==> src/rtl/gat_pkg.sv <==
// Shared GAT parameters, the aggregator FSM encoding and the BRAM base-address helper.
package gat_pkg;

  localparam int NUM_FEATURE_OUT    = 16;
  localparam int NEW_FEATURE_WIDTH  = 16;
  localparam int NEW_FEATURE_ADDR_W = 12;

  localparam int COEF_WIDTH  = 16;
  localparam int COEF_FRAC_W = 8;
  localparam int AGGR_WIDTH  = 32;
  localparam int NODE_ID_W   = 10;
  localparam int BRAM_RD_LAT = 2;

  // Width of a word index inside one feature vector.
  localparam int FEAT_IDX_W = (NUM_FEATURE_OUT > 1) ? $clog2(NUM_FEATURE_OUT) : 1;

  typedef enum logic [1:0] {
    IDLE  = 2'd0,
    FETCH = 2'd1,
    DRAIN = 2'd2,
    OUT   = 2'd3
  } aggr_state_e;

  // Node n starts at n*NUM_FEATURE_OUT. Out-of-range bases wrap silently.
  function automatic logic [NEW_FEATURE_ADDR_W-1:0] feat_base_addr(
    input logic [NODE_ID_W-1:0] node
  );
    logic [NEW_FEATURE_ADDR_W+NODE_ID_W-1:0] wide;
    wide = (NEW_FEATURE_ADDR_W+NODE_ID_W)'(node) *
           (NEW_FEATURE_ADDR_W+NODE_ID_W)'(NUM_FEATURE_OUT);
    return wide[NEW_FEATURE_ADDR_W-1:0];
  endfunction

endpackage

==> src/rtl/aggr_mac.sv <==
// One-word multiply / floor-shift / accumulate for the feature aggregator.
// FEATURE_AGGR_SAT_EN: when defined the shifted product and the sum saturate
// to the signed AGGR_WIDTH range; otherwise everything wraps.
module aggr_mac
  import gat_pkg::*;
(
  input  logic signed [NEW_FEATURE_WIDTH-1:0] feat_i,
  input  logic signed [COEF_WIDTH-1:0]        coef_i,
  input  logic signed [AGGR_WIDTH-1:0]        acc_i,
  output logic signed [AGGR_WIDTH-1:0]        acc_o
);

  localparam int PW = NEW_FEATURE_WIDTH + COEF_WIDTH;

  logic signed [PW-1:0]         prod;
  logic signed [PW-1:0]         shifted;
  logic signed [AGGR_WIDTH-1:0] term;

  // Full-width signed product, then arithmetic shift (floor toward -inf).
  assign prod    = feat_i * coef_i;
  assign shifted = prod >>> COEF_FRAC_W;

`ifdef FEATURE_AGGR_SAT_EN
  localparam logic [AGGR_WIDTH-1:0] SAT_MAX = {1'b0, {(AGGR_WIDTH-1){1'b1}}};
  localparam logic [AGGR_WIDTH-1:0] SAT_MIN = {1'b1, {(AGGR_WIDTH-1){1'b0}}};
`endif

  // Bring the shifted product to accumulator width.
  if (AGGR_WIDTH >= PW) begin : g_ext
    assign term = AGGR_WIDTH'(shifted);
  end else begin : g_narrow
`ifdef FEATURE_AGGR_SAT_EN
    assign term = ((&shifted[PW-1:AGGR_WIDTH-1]) || !(|shifted[PW-1:AGGR_WIDTH-1]))
                  ? shifted[AGGR_WIDTH-1:0]
                  : (shifted[PW-1] ? SAT_MIN : SAT_MAX);
`else
    assign term = shifted[AGGR_WIDTH-1:0];
`endif
  end

`ifdef FEATURE_AGGR_SAT_EN
  logic signed [AGGR_WIDTH:0] sum_ext;

  // Add with one guard bit and clamp on signed overflow.
  always_comb begin
    sum_ext = {acc_i[AGGR_WIDTH-1], acc_i} + {term[AGGR_WIDTH-1], term};
    if (sum_ext[AGGR_WIDTH] != sum_ext[AGGR_WIDTH-1]) begin
      acc_o = sum_ext[AGGR_WIDTH] ? SAT_MIN : SAT_MAX;
    end else begin
      acc_o = sum_ext[AGGR_WIDTH-1:0];
    end
  end
`else
  // Two's-complement wrap.
  always_comb begin
    acc_o = acc_i + term;
  end
`endif

endmodule

==> src/rtl/feature_aggregator.sv <==
// Weighted neighbour-feature aggregation for one destination node at a time.
// For every accepted (node, coef) pair it streams the node's feature vector
// out of BRAM port B and accumulates (word*coef)>>>COEF_FRAC_W per element;
// the pair flagged last releases the vector on aggr_feat_vld/aggr_feat_rdy.
// Handshakes: a transfer happens on a rising clk edge where both valid and
// ready are high; the aggregated vector and its valid are held until then.
// Optional macro FEATURE_AGGR_SAT_EN selects saturating accumulation.
module feature_aggregator
  import gat_pkg::*;
(
  input  logic                                      clk,
  input  logic                                      rst_n,
  input  logic [COEF_WIDTH-1:0]                     coef,
  input  logic [NODE_ID_W-1:0]                      coef_node,
  input  logic                                      coef_last,
  input  logic                                      coef_vld,
  output logic                                      coef_rdy,
  output logic [NEW_FEATURE_ADDR_W-1:0]             feat_bram_addrb,
  output logic                                      feat_bram_enb,
  input  logic [NEW_FEATURE_WIDTH-1:0]              feat_bram_doutb,
  output logic [NUM_FEATURE_OUT*AGGR_WIDTH-1:0]     aggr_feat,
  output logic                                      aggr_feat_vld,
  input  logic                                      aggr_feat_rdy,
  output aggr_state_e                               dbg_state_o
);

  localparam int DR_W = $clog2(BRAM_RD_LAT + 1);

  aggr_state_e                   state_q, state_d;
  logic [FEAT_IDX_W-1:0]         k_q, k_d;
  logic [NEW_FEATURE_ADDR_W-1:0] addr_q, addr_d;
  logic                          enb_q, enb_d;
  logic                          rdy_q, rdy_d;
  logic                          vld_q, vld_d;
  logic [COEF_WIDTH-1:0]         coef_q, coef_d;
  logic                          last_q, last_d;
  logic [DR_W-1:0]               drain_q, drain_d;
  logic                          acc_clr;

  logic                          pipe_v_q [BRAM_RD_LAT];
  logic [FEAT_IDX_W-1:0]         pipe_k_q [BRAM_RD_LAT];
  logic signed [AGGR_WIDTH-1:0]  acc_q    [NUM_FEATURE_OUT];

  logic                          ret_v;
  logic [FEAT_IDX_W-1:0]         ret_idx;
  logic signed [AGGR_WIDTH-1:0]  mac_out;

  // Next-state and registered-output decode.
  always_comb begin
    state_d = state_q;
    k_d     = k_q;
    addr_d  = addr_q;
    enb_d   = 1'b0;
    vld_d   = vld_q;
    coef_d  = coef_q;
    last_d  = last_q;
    drain_d = drain_q;
    acc_clr = 1'b0;
    case (state_q)
      IDLE: begin
        if (coef_vld && rdy_q) begin
          coef_d  = coef;
          last_d  = coef_last;
          addr_d  = feat_base_addr(coef_node);
          k_d     = '0;
          enb_d   = 1'b1;
          state_d = FETCH;
        end
      end
      FETCH: begin
        addr_d = addr_q + 1'b1;
        k_d    = k_q + 1'b1;
        enb_d  = 1'b1;
        if (k_q == FEAT_IDX_W'(NUM_FEATURE_OUT - 1)) begin
          enb_d   = 1'b0;
          drain_d = '0;
          state_d = DRAIN;
        end
      end
      DRAIN: begin
        drain_d = drain_q + 1'b1;
        if (drain_q == DR_W'(BRAM_RD_LAT - 1)) begin
          state_d = last_q ? OUT : IDLE;
          vld_d   = last_q;
        end
      end
      OUT: begin
        if (aggr_feat_rdy) begin
          vld_d   = 1'b0;
          acc_clr = 1'b1;
          state_d = IDLE;
        end
      end
      default: state_d = IDLE;
    endcase
    rdy_d = (state_d == IDLE);
  end

  // FSM and control registers.
  always_ff @(posedge clk or negedge rst_n) begin
    if (!rst_n) begin
      state_q <= IDLE;
      k_q     <= '0;
      addr_q  <= '0;
      enb_q   <= 1'b0;
      rdy_q   <= 1'b0;
      vld_q   <= 1'b0;
      coef_q  <= '0;
      last_q  <= 1'b0;
      drain_q <= '0;
    end else begin
      state_q <= state_d;
      k_q     <= k_d;
      addr_q  <= addr_d;
      enb_q   <= enb_d;
      rdy_q   <= rdy_d;
      vld_q   <= vld_d;
      coef_q  <= coef_d;
      last_q  <= last_d;
      drain_q <= drain_d;
    end
  end

  // Read-return tracker: carries (valid, offset) alongside each BRAM read.
  always_ff @(posedge clk or negedge rst_n) begin
    if (!rst_n) begin
      for (int i = 0; i < BRAM_RD_LAT; i++) begin
        pipe_v_q[i] <= 1'b0;
        pipe_k_q[i] <= '0;
      end
    end else begin
      pipe_v_q[0] <= enb_q;
      pipe_k_q[0] <= k_q;
      for (int i = 1; i < BRAM_RD_LAT; i++) begin
        pipe_v_q[i] <= pipe_v_q[i-1];
        pipe_k_q[i] <= pipe_k_q[i-1];
      end
    end
  end

  // Offset k holds element N-1-k, so the returning offset is mirrored.
  assign ret_v   = pipe_v_q[BRAM_RD_LAT-1];
  assign ret_idx = FEAT_IDX_W'(NUM_FEATURE_OUT - 1) - pipe_k_q[BRAM_RD_LAT-1];

  aggr_mac u_mac (
    .feat_i (feat_bram_doutb),
    .coef_i (coef_q),
    .acc_i  (acc_q[ret_idx]),
    .acc_o  (mac_out)
  );

  // Accumulator bank: one addressed word per return, cleared on output handshake.
  always_ff @(posedge clk or negedge rst_n) begin
    if (!rst_n) begin
      for (int j = 0; j < NUM_FEATURE_OUT; j++) acc_q[j] <= '0;
    end else if (acc_clr) begin
      for (int j = 0; j < NUM_FEATURE_OUT; j++) acc_q[j] <= '0;
    end else if (ret_v) begin
      acc_q[ret_idx] <= mac_out;
    end
  end

  // Pack accumulators onto the output bus, element 0 in the low word.
  always_comb begin
    aggr_feat = '0;
    for (int j = 0; j < NUM_FEATURE_OUT; j++) begin
      aggr_feat[j*AGGR_WIDTH +: AGGR_WIDTH] = acc_q[j];
    end
  end

  assign coef_rdy        = rdy_q;
  assign feat_bram_enb   = enb_q;
  assign feat_bram_addrb = addr_q;
  assign aggr_feat_vld   = vld_q;
  assign dbg_state_o     = state_q;

endmodule
==> config.mk <==
export PLATFORM = sky130hd
export DESIGN_NAME = feature_aggregator
export DESIGN_NICKNAME = d
export VERILOG_FILES = /design/src/rtl/gat_pkg.sv /design/src/rtl/aggr_mac.sv /design/src/rtl/feature_aggregator.sv
export SDC_FILE = /design/constraint.sdc
export NUM_CORES = 2
export LEC_CHECK = 0
export ABC_AREA = 1
export BUFFER_PORTS_ARGS = -buffer_cell sky130_fd_sc_hd__buf_2
export CORE_ASPECT_RATIO = 0.8
export CORE_MARGIN = 1.5
export CORE_UTILIZATION = 45
export DETAILED_ROUTE_END_ITERATION = 16
export GPL_TIMING_DRIVEN = 0
export PLACE_DENSITY = 0.68
export SLEW_MARGIN = 10
export SYNTH_ARGS = -nofsm -noshare
export SYNTH_HDL_FRONTEND = slang
export SYNTH_SLANG_ARGS = --single-unit
==> constraint.sdc <==
create_clock -name clk -period 7.25 [get_ports clk]
set_input_delay 1.45 -clock clk [delete_from_list [all_inputs] [get_ports clk]]
set_output_delay 1.45 -clock clk [all_outputs]
set_load 0.03 [all_outputs]
==> flow_summary.ini <==
[synthesis]
syn_avg_cell_area_sq_um = 8.708
ys_seq_area_share_pct = 39.80
ys_types = 50
ys_async_sr_fraction_pct = 100.0
ys_dominant_reg_cell = dfrtp_1
syn_area_sq_um = 35340
yosysTopAreaCell = dfrtp_1
synth_seq_cells = 562
synthCells = 4058
syn_nets = 4480
synth_warnings = 0
synth_edf_count = 0
ys_top_cells_by_area = dfrtp_1, fa_1, nand2_1
synth_top_area_share_pct = 39.80

[global_routing]
grt_pass1_vias = 33833
grt_pass1_wl_um = 235800
grt_max_degree = 106
gr-total-overflow = 0
antenna_found_initial = 2
grtUsageTotal_pct = 41.29

[routing]
drt-initial-drc-count = 5016
num_vias = 35736
dr.pass1.iters = 8
avgRoutedWirePerCell_um = 28.73
detail-route-antenna-nets = 0
viasPerCell = 6.102
route.detailed.drc = 0
wl_um = 168200

[run_status]
failed_checks = negative setup slack
status = finished with violations

[sta]
period_minus_slack_ns = 8.174
fin_crit_sh_pct = 112.7
slew_headroom_pct = 4.994
hold_viol = 0
rsz0062_at_grt = true
setup_viol = 423
drv_slew = 0
tightest_slew_ns = 1.425
worst_clock_skew_ns = 0.02871
setup_tns_ns = -237.44
fmax_mhz = 122.3
layout_setup_ws_ns = -0.9240

[floorplan]
die_area_sq_um = 80230
initial_core_util_pct = 45.64
rows = 91
coreArea_sq_um = 77420
boundaryPins = 576
chipWidth_um = 316.3
die_h_um = 253.6

[placed_design]
placed_area_sq_um = 40240
place_inst = 5651
place_hpwl_um = 129700
port_buffers = 563
routabilityCongestion = 1.026

[flow_run]
max_cap_viol_count = 0

[cells_and_area]
nets = 5209
layout_commonest_cell = nand2_1
finalNonFillerCells = 5856
area_growth_pct = 26.42
stdcell_area_sq_um = 44670
drive_gt1_share_pct = 23.51
mostFrequentLayoutCells = nand2_1, inv_1, buf_2, dfrtp_1, o21ai_0

[clocking]
clockBufferDepth = 3
cts_htree_levels = 2
cts_tree = yes
clock_sinks = 562
clk_latency_ns = 0.68
cts-hold-fix-buffers = 0
clk_pin_slew_ns = 0.06
cts_made_buffers = 59
root_buffer = clkbuf_16

[worst_setup_path]
cp_common_cell = inv_2
slowest_stage = fa_2
path_class = in -> reg
crit_path_max_incr_delay_ns = 0.60
startpoint_type = input port
critical_path.max_fanout = 6
cp.required_ns = 7.79
cp.arrival_ns = 8.71
end_kind = flip-flop

[hold_path]
hold_class = reg -> reg
## Yosys cell counts (3+ instances only)
master and number:
nand2_1 950, inv_1 623, dfrtp_1 562, o21ai_0 413, fa_1 262, o22ai_1 246, clkbuf_1 205, nand3_1 125
ha_1 113, nor2_1 94, a21oi_1 67, a22oi_1 48, o221ai_1 48, a32o_1 40, xor2_1 29, a221oi_1 27
o21ai_1 23, buf_2 20, nor3_1 19, buf_1 16, xnor2_1 15, inv_2 14, nand4_1 11, o21ai_2 11
buf_4 7, o21a_1 7, nand2_2 6, o2111a_1 6, or2_2 6, a21o_1 4, nand3b_1 4, nor2_2 4
o211ai_1 4, o21bai_1 4, nor4_1 3
## worst max-delay path, delay by kind of cell
kind / cells / cell delay (ns)
compound gates: 8 / 1.17
buf+inv: 9 / 0.74
simple gates: 10 / 1.15
xor+xnor: 2 / 0.50
fa+ha+maj: 8 / 3.68
## registers in the layout, indices dropped and copies added (netlist names)
signal / cells
pipe_v_q: 1
last_q: 1
drain_q: 2
feat_bram_enb: 1
k_q: 4
coef_rdy: 1
pipe_k_q: 8
dbg_state_o: 2
aggr_feat_vld: 1
coef_q: 16
ret_v: 1
feat_bram_addrb: 12
aggr_feat: 512
## area by class of cell
| cell class | count | area, sq um |
|---|---|---|
| fill | 6989 | 32750 |
| multi-input combinational | 2607 | 19330 |
| sequential | 562 | 14070 |
| timing repair buffer | 680 | 4065 |
| inverter | 639 | 2401 |
| clock buffer | 92 | 1752 |
| buffer | 238 | 1628 |
| tap | 1023 | 1280 |
| clock inverter | 13 | 147.6 |
| antenna | 2 | 5.005 |
## path summary, 6_finish.rpt
path / depth (start not counted) / from / to / slack, ns
max: 37 / feat_bram_doutb[6] / aggr_feat[63]$_DFFE_PN0P_ / -0.92
min: 0 / pipe_v_q[1]$_DFF_PN0_ / ret_v$_DFF_PN0_ / 0.35
max reg2reg: 36 / coef_q[8]$_DFFE_PN0P_ / aggr_feat[63]$_DFFE_PN0P_ / -0.83
min reg2reg: 0 / pipe_v_q[1]$_DFF_PN0_ / ret_v$_DFF_PN0_ / 0.35
max in group asynchronous: 4 / rst_n / aggr_feat[492]$_DFFE_PN0P_ / 4.89
min in group asynchronous: 1 / rst_n / aggr_feat[188]$_DFFE_PN0P_ / 0.63
## cells by family (layout without fill, tap and decap cells)
group	after synthesis	in the layout	synth area share, %
simple gates	1229	1229	13.94
compound gates	957	957	16.60
buf+inv	889	1662	9.631
flops	562	562	39.80
fa+ha+maj	375	375	18.84
xor+xnor	46	46	1.183
other cells	0	2	0
## per-stage QoR
step | utilization [%] | setup WS (ns) | hold slack, ns
4_1_cts | 57.02 | -0.7879 | 0.3496
6_report | 57.70 | -0.9240 | 0.3482
3_3_place_gp | 51.73 | -7.375 | 0.3337
5_1_grt | 57.69 | -1.130 | 0.3599
3_5_place_dp | 51.98 | -2.546 | 0.3356
2_1_floorplan | - | -0.8548 | 0.3312
## routing by layer
| layer | global-route usage (%) | vias to the layer above | part of all wire [%] |
|---|---|---|---|
| met5 | 0 | - | 0.085 |
| met1 | 55.08 | 17567 | 37 |
| li1 | - | 14756 | - |
| met2 | 55.82 | 2862 | 40 |
| met4 | 21.09 | 2 | 6.4 |
| met3 | 18.94 | 549 | 16 |
## timing repair
| item | 4_1_cts | 5_1_grt |
|---|---|---|
| buffers inserted | 83 | 21 |
| pin swaps | 80 | 65 |
| gates cloned | 6 | 1 |
| endpoints found under the setup margin | 456 | 440 |
| gates resized for setup | 275 | 135 |
Power is not shown: default switching activity piles up to over one toggle a cycle in this logic, so the estimate is an artifact.
